File: src/rtl/system_top_with_cpu.sv
// Mesh of nodes, each with a fetch-only CPU, threshold-and-fire neurons and a one-hop spike router.
// Latency: spike 1 cycle after the fire write, source router valid +1, destination valid/interrupt +2.
// Backpressure: none; both router ready buses are tied high, so no pulse ever stalls.
module system_top_with_cpu #(
  parameter int          MESH_SIZE_X          = 2,
  parameter int          MESH_SIZE_Y          = 2,
  parameter int          NUM_NEURONS_PER_BANK = 4,
  parameter int          PROG_DEPTH           = 64,
  parameter logic [31:0] DEFAULT_THRESHOLD    = 32'h42480000,
  localparam int         NUM_NODES            = MESH_SIZE_X * MESH_SIZE_Y
) (
  input  logic                                      clk,
  input  logic                                      rst_n,  // active-high synchronous reset despite the name
  input  logic [NUM_NODES-1:0]                      prog_load_enable,
  input  logic [31:0]                               prog_load_addr,
  input  logic [31:0]                               prog_load_data,
  input  logic [NUM_NODES-1:0]                      prog_load_write,
  input  logic [7:0]                                ext_node_select,
  input  logic [7:0]                                ext_neuron_id,
  input  logic [31:0]                               ext_input_current,
  input  logic                                      ext_input_valid,
  output logic [NUM_NODES-1:0]                      cpu_interrupt,
  output logic [NUM_NODES*NUM_NEURONS_PER_BANK-1:0] spike_out,
  output logic [NUM_NODES*5-1:0]                    router_input_valid,
  output logic [NUM_NODES*5-1:0]                    router_input_ready,
  output logic [NUM_NODES*5-1:0]                    router_output_valid,
  output logic [NUM_NODES*5-1:0]                    router_output_ready
);

  localparam int NB  = NUM_NODES * NUM_NEURONS_PER_BANK;
  localparam int KW  = (NB > 1) ? $clog2(NB) : 1;
  localparam int AW  = $clog2(PROG_DEPTH);   // PROG_DEPTH is a power of two so the PC wraps naturally
  localparam int PCW = AW + 2;

  // Router port a node sends on: East towards x+1, West from the last column, Local for a 1-wide mesh.
  function automatic int dir_of(input int n);
    if (MESH_SIZE_X == 1) return 0;
    else if ((n % MESH_SIZE_X) < MESH_SIZE_X - 1) return 2;
    else return 4;
  endfunction

  function automatic int partner_of(input int n);
    if (MESH_SIZE_X == 1) return n;
    else if ((n % MESH_SIZE_X) < MESH_SIZE_X - 1) return n + 1;
    else return n - 1;
  endfunction

  // Port the packet arrives on at the partner: the mirror of the sending port.
  function automatic int arrive_of(input int n);
    if (dir_of(n) == 2) return 4;
    else if (dir_of(n) == 4) return 2;
    else return 0;
  endfunction

  logic [31:0]   cur_q [NB];
  logic [31:0]   thr_q [NB];
  logic [NB-1:0] spike_q, spike_d;
  logic [NUM_NODES*5-1:0] out_vld_q, out_vld_d;
  logic [NUM_NODES*5-1:0] in_vld_q, in_vld_d;

  logic [3:0]    sel_x, sel_y;
  logic [4:0]    sel_nid;
  logic [2:0]    sel_off;
  logic          wr_hit;
  logic          fire;
  logic [KW-1:0] wr_k;

  // Decode the external write and evaluate the fire condition against the addressed neuron.
  always_comb begin
    sel_x   = ext_node_select[3:0];
    sel_y   = ext_node_select[7:4];
    sel_nid = ext_neuron_id[7:3];
    sel_off = ext_neuron_id[2:0];
    wr_hit  = ext_input_valid && (int'(sel_x) < MESH_SIZE_X) && (int'(sel_y) < MESH_SIZE_Y)
              && (int'(sel_nid) < NUM_NEURONS_PER_BANK);
    wr_k    = '0;
    fire    = 1'b0;
    spike_d = '0;
    if (wr_hit) begin
      wr_k = KW'((int'(sel_y) * MESH_SIZE_X + int'(sel_x)) * NUM_NEURONS_PER_BANK + int'(sel_nid));
      // Magnitude compare on the raw bits orders positive floats correctly.
      fire = (sel_off == 3'd6) && ext_input_current[0] && !cur_q[wr_k][31]
             && (cur_q[wr_k][30:0] >= thr_q[wr_k][30:0]);
      spike_d[wr_k] = fire;
    end
  end

  // Neuron register file and one-cycle spike pulse; a spike clears its current register.
  always_ff @(posedge clk) begin
    if (rst_n) begin
      for (int k = 0; k < NB; k++) begin
        cur_q[k] <= '0;
        thr_q[k] <= DEFAULT_THRESHOLD;
      end
      spike_q <= '0;
    end else begin
      spike_q <= spike_d;
      if (wr_hit) begin
        case (sel_off)
          3'd0:    cur_q[wr_k] <= ext_input_current;
          3'd1:    thr_q[wr_k] <= ext_input_current;
          3'd6:    if (fire) cur_q[wr_k] <= '0;
          default: ;
        endcase
      end
    end
  end

  // Two-stage hop: source output valid follows a spike, destination input valid follows that.
  always_comb begin
    out_vld_d = '0;
    in_vld_d  = '0;
    for (int n = 0; n < NUM_NODES; n++) begin
      if (|spike_q[n*NUM_NEURONS_PER_BANK +: NUM_NEURONS_PER_BANK]) out_vld_d[n*5 + dir_of(n)] = 1'b1;
      if (out_vld_q[n*5 + dir_of(n)]) in_vld_d[partner_of(n)*5 + arrive_of(n)] = 1'b1;
    end
  end

  // Router pulse pipeline registers; reset drops anything in flight.
  always_ff @(posedge clk) begin
    if (rst_n) begin
      out_vld_q <= '0;
      in_vld_q  <= '0;
    end else begin
      out_vld_q <= out_vld_d;
      in_vld_q  <= in_vld_d;
    end
  end

  for (genvar n = 0; n < NUM_NODES; n++) begin : g_node
    logic [31:0]    mem_q [PROG_DEPTH];
    logic [PCW-1:0] pc_q, pc_d;
    logic [31:0]    instr;
    logic [20:0]    j_imm;
    logic [31:0]    widx;
    logic           unused_cpu;

    assign widx = {26'd0, prog_load_addr[7:2]};

    // Program memory write port; contents survive reset.
    always_ff @(posedge clk) begin
      if (prog_load_enable[n] && prog_load_write[n] && (widx < 32'(PROG_DEPTH)))
        mem_q[widx[AW-1:0]] <= prog_load_data;
    end

    assign instr = mem_q[pc_q[PCW-1:2]];

    // Next PC: JAL adds its J-immediate (truncation gives the modulo wrap), everything else steps by 4.
    always_comb begin
      j_imm = {instr[31], instr[19:12], instr[20], instr[30:21], 1'b0};
      pc_d  = pc_q + PCW'(4);
      if (instr[6:0] == 7'h6F) pc_d = pc_q + j_imm[PCW-1:0];
    end

    // PC register, parked at 0 while this node is in load mode.
    always_ff @(posedge clk) begin
      if (rst_n || prog_load_enable[n]) pc_q <= '0;
      else                              pc_q <= pc_d;
    end

    assign unused_cpu       = ^{instr[11:7], j_imm[20:PCW]};
    assign cpu_interrupt[n] = |in_vld_q[n*5 +: 5];
  end

  logic unused_top;
  assign unused_top = ^{prog_load_addr[31:8], prog_load_addr[1:0]};

  assign spike_out           = spike_q;
  assign router_output_valid = out_vld_q;
  assign router_input_valid  = in_vld_q;
  assign router_input_ready  = '1;
  assign router_output_ready = '1;

endmodule

File: config.mk
export PLATFORM = sky130hd
export DESIGN_NAME = system_top_with_cpu
export DESIGN_NICKNAME = d
export VERILOG_FILES = /design/src/rtl/system_top_with_cpu.sv
export SDC_FILE = /design/constraint.sdc
export NUM_CORES = 2
export LEC_CHECK = 0
export CELL_PAD_IN_SITES_DETAIL_PLACEMENT = 1
export CELL_PAD_IN_SITES_GLOBAL_PLACEMENT = 1
export CORE_ASPECT_RATIO = 2
export CORE_MARGIN = 2
export CORE_UTILIZATION = 56
export CTS_CLUSTER_DIAMETER = 80
export CTS_CLUSTER_SIZE = 10
export DETAILED_ROUTE_END_ITERATION = 8
export MAX_ROUTING_LAYER = met4
export PLACE_DENSITY_LB_ADDON = 0.25
export SLEW_MARGIN = 25
export SYNTH_ARGS = -nofsm -noshare
export SYNTH_HDL_FRONTEND = slang
export SYNTH_SLANG_ARGS = --single-unit
File: constraint.sdc
create_clock -name clk -period 21.6 [get_ports clk]
set_input_delay 5.4 -clock clk [delete_from_list [all_inputs] [get_ports clk]]
set_output_delay 5.4 -clock clk [all_outputs]
set_load 0.02 [all_outputs]
==> results.tsv <==
metric	value	unit
status	finished, final reports clean	
Worst Hold End	router_input_valid[19]	
Initial Util	0.5625	
Combinational Power Share	0.102	
post-synthesis sequential area ratio	0.6472	
fin nets	3122	
vias in the first global route	29480	
Yosys cell types	46	
unrepaired setup endpoints after global routing	false	
first-pass GRT wire length	199600	um
crit end category	flip-flop	
Initial DRC Count	2290	
Worst setup SP type	input port	
CP Cell Sequence	buf_8, buf_4, buf_4, mux4_2, mux4_2, inv_1, ha_1, nand4_1, nor3_1, o31ai_1, o211ai_1, a21oi_4, buf_4, o31ai_4, buf_4	
slowest CP cell	o31ai_4	
syn avg cell area	15.95	um2
Inserted Clock Buffers	113	
Routed WL	138000	um
# Post-CTS Setup Buffers	0	
final core occ	0.6177	
CP Class	in2reg	
Final Instance Area	0.05217	mm2
post-route clock period utilization	0.5620	
CTS root buffer	clkbuf_16	
hold_buf cts	0	
Clk pwr share	0.383	
DP Area	0.04913	mm2
Fin Hold WS	472.6	ps
die area	0.08732	mm2
Resized cells post-CTS	0	
Max clock buf depth	3	
Least-Margin Pin Slew	1126	ps
FF+latch count, synth	1032	
Cell Area, Synth	0.04751	mm2
family with the most delay on the worst path	buffers and inverters	
total power	4503	uW
via count	26600	
Sw Share	0.2382	
R2R Path Start	cur_q[12][14]	
flop2flop setup slack	15960	ps
worst-skew pair later-pin latency	720	ps
DIE HEIGHT	415.9	um
slew margin rel.	0.2494	
I/O Pins	223	
CTS tree	yes	
core area	0.08445	mm2
Mapped Cells	2978	
P&R area growth vs syn	9.805	%
Net Sw Power	1073	uW
Static Leak	0.01784	uW
commonest cells after routing, fill and taps aside	1008 x edfxtp_1, 944 x and2_1, 315 x mux4_2, 117 x clkbuf_16, 72 x conb_1	
GR Overflow Total	0	
Peak VDD IR	0.00007250	V
worst r2r dst	cur_q[8][8]	
fmax	0.08238	GHz
# clock sinks	1032	
Max-cap violations	0	
vias per cell	6.517	
share of post-route cells with drive strength above 1	0.1993	
DRC violations left	0	
Cell Rows	151	
commonest non-fill, non-tap cell in the layout	edfxtp_1	
Power Density	86.32	mW/mm2
Die Width	210.0	um
number of warnings issued by yosys	0	
hold wc startpoint	router_output_valid[12]	
Clk pin slew, worst setup/hold paths	50	ps
Min-Delay Path Depth	1	
# H-tree levels	3	
CP max stage delay	900	ps
DRT Pass-1 Iters	5	
Hold Vio Cnt, Final	0	
CP most frequent cell	buf_4	
# setup viols final	0	
crit path DAT	12480	ps
CP Max Fanout	45	
Hold/Removal Path Class	reg2reg	
initial antenna violation count	5	
Period minus WS final	12140	ps
Power Internal	3430	uW
fillers	7419	
Post-DRT Antenna Nets	0	
detailed placement HPWL	79570	um
R2R cell count	11	
Worst EP required	21940	ps
WL/cell	33.81	um
largest net degree at the start of global routing	113	
IO Port Bufs	78	
Fin Setup TNS	0	ps
GRT Total Usage	0.3348	
Max Clock Skew	23.78	ps
Placer Congestion	0.8412	
Seq pwr share	0.515	
Slew Limit Fails	0	
crit path buf inv count	6	
## sequential cells by signal, indices dropped and copies added, names as in the netlist
signal	cells
cur_q	512
thr_q	496
spike_out	16
router_input_valid	4
router_output_valid	4
## power groups by stage
stage | combinational (uW) | clock [uW] | sequential [uW]
finish | 460 | 1720 | 2320
floorplan | 297 | 0 | 2340
global route | 483 | 1800 | 2330
detailed placement | 458 | 0 | 2360
CTS | 461 | 1740 | 2320
global placement | 442 | 0 | 2350
## logic make-up (layout without fill, tap and decap cells)
family,after synthesis,after routing,share of synthesized area
muxes,315,315,0.1493
adders and majority gates,32,32,0.008428
DFF,1032,1032,0.6472
AOI/OAI and AO/OA,40,40,0.004846
xor gates and xnor gates,3,3,0.0005532
buffers and inverters,376,334,0.03663
other,2,76,0.0001581
and+or+nand+nor,1178,1178,0.1528
## per-layer routing
layer  vias to the layer above  GRT usage  part of all wire
li1                      10750          -                 -
met1                     13980     0.3666              0.33
met2                      1350     0.5795              0.54
met3                       514    0.04677             0.065
met4                         0     0.1995             0.067
met5                         -          -                 0
## synth_stat cells (all sizes together)
| library cell | n | area share |
|---|---|---|
| o31ai | 5 | 0.00079 |
| o211ai | 2 | 0.00032 |
| or4b | 1 | 0.00021 |
| a211oi | 2 | 0.00032 |
| inv | 31 | 0.0024 |
| dfxtp | 24 | 0.010 |
| and2 | 945 | 0.12 |
| a31oi | 1 | 0.00013 |
| mux4 | 315 | 0.15 |
| and4 | 5 | 0.00092 |
| nand4 | 4 | 0.00053 |
| o21ai | 15 | 0.0016 |
| xor2 | 1 | 0.00018 |
| xnor2 | 2 | 0.00037 |
| nand2b | 10 | 0.0013 |
| nor2 | 64 | 0.0065 |
| conb | 2 | 0.00016 |
| and3 | 1 | 0.00013 |
| clkbuf | 233 | 0.019 |
| or3 | 71 | 0.0093 |
| a22oi | 1 | 0.00016 |
| buf | 112 | 0.015 |
| nand3b | 2 | 0.00032 |
| nor3 | 11 | 0.0013 |
| a21oi | 13 | 0.0014 |
| nand3 | 9 | 0.0011 |
| and4bb | 1 | 0.00026 |
| nand2 | 16 | 0.0013 |
| edfxtp | 1008 | 0.64 |
| or2 | 21 | 0.0028 |
| a221oi | 1 | 0.00018 |
| nor2b | 6 | 0.00079 |
| or4 | 3 | 0.00047 |
| nor4 | 8 | 0.0012 |
| ha | 32 | 0.0084 |
## worst max-delay path by stage
| stage | cells past startpoint | to | startpoint |
|---|---|---|---|
| 2_1_floorplan | 13 | cur_q[2][0] | ext_neuron_id[3] |
| 3_3_place_gp | 15 | cur_q[8][22] | ext_neuron_id[3] |
| 3_5_place_dp | 15 | cur_q[8][30] | ext_neuron_id[3] |
| 4_1_cts | 15 | cur_q[8][22] | ext_neuron_id[3] |
| 5_1_grt | 15 | cur_q[8][25] | ext_neuron_id[3] |
| 6_report | 15 | cur_q[8][8] | ext_neuron_id[3] |
## per-stage QoR
stage | setup slack, ps | instances
floorplan | 9990 | 3048
global placement | 8778 | 3922
detailed placement | 8673 | 3922
CTS | 9422 | 4076
global route | 9143 | 4081
finish | 9461 | 4081
## cell type report
class,count,area [um2],area share
Antenna cell,4,10.01,0.0001919
Clock buffer,151,3055,0.05857
Clock inverter,3,26.28,0.0005037
Inverter,31,116.4,0.002231
Multi-Input combinational cell,1640,15590,0.2988
Sequential cell,1032,30750,0.5895
Tap cell,1071,1340,0.02569
Timing Repair Buffer,149,1282,0.02458
No activity file was read; power rests on OpenSTA's default activity.
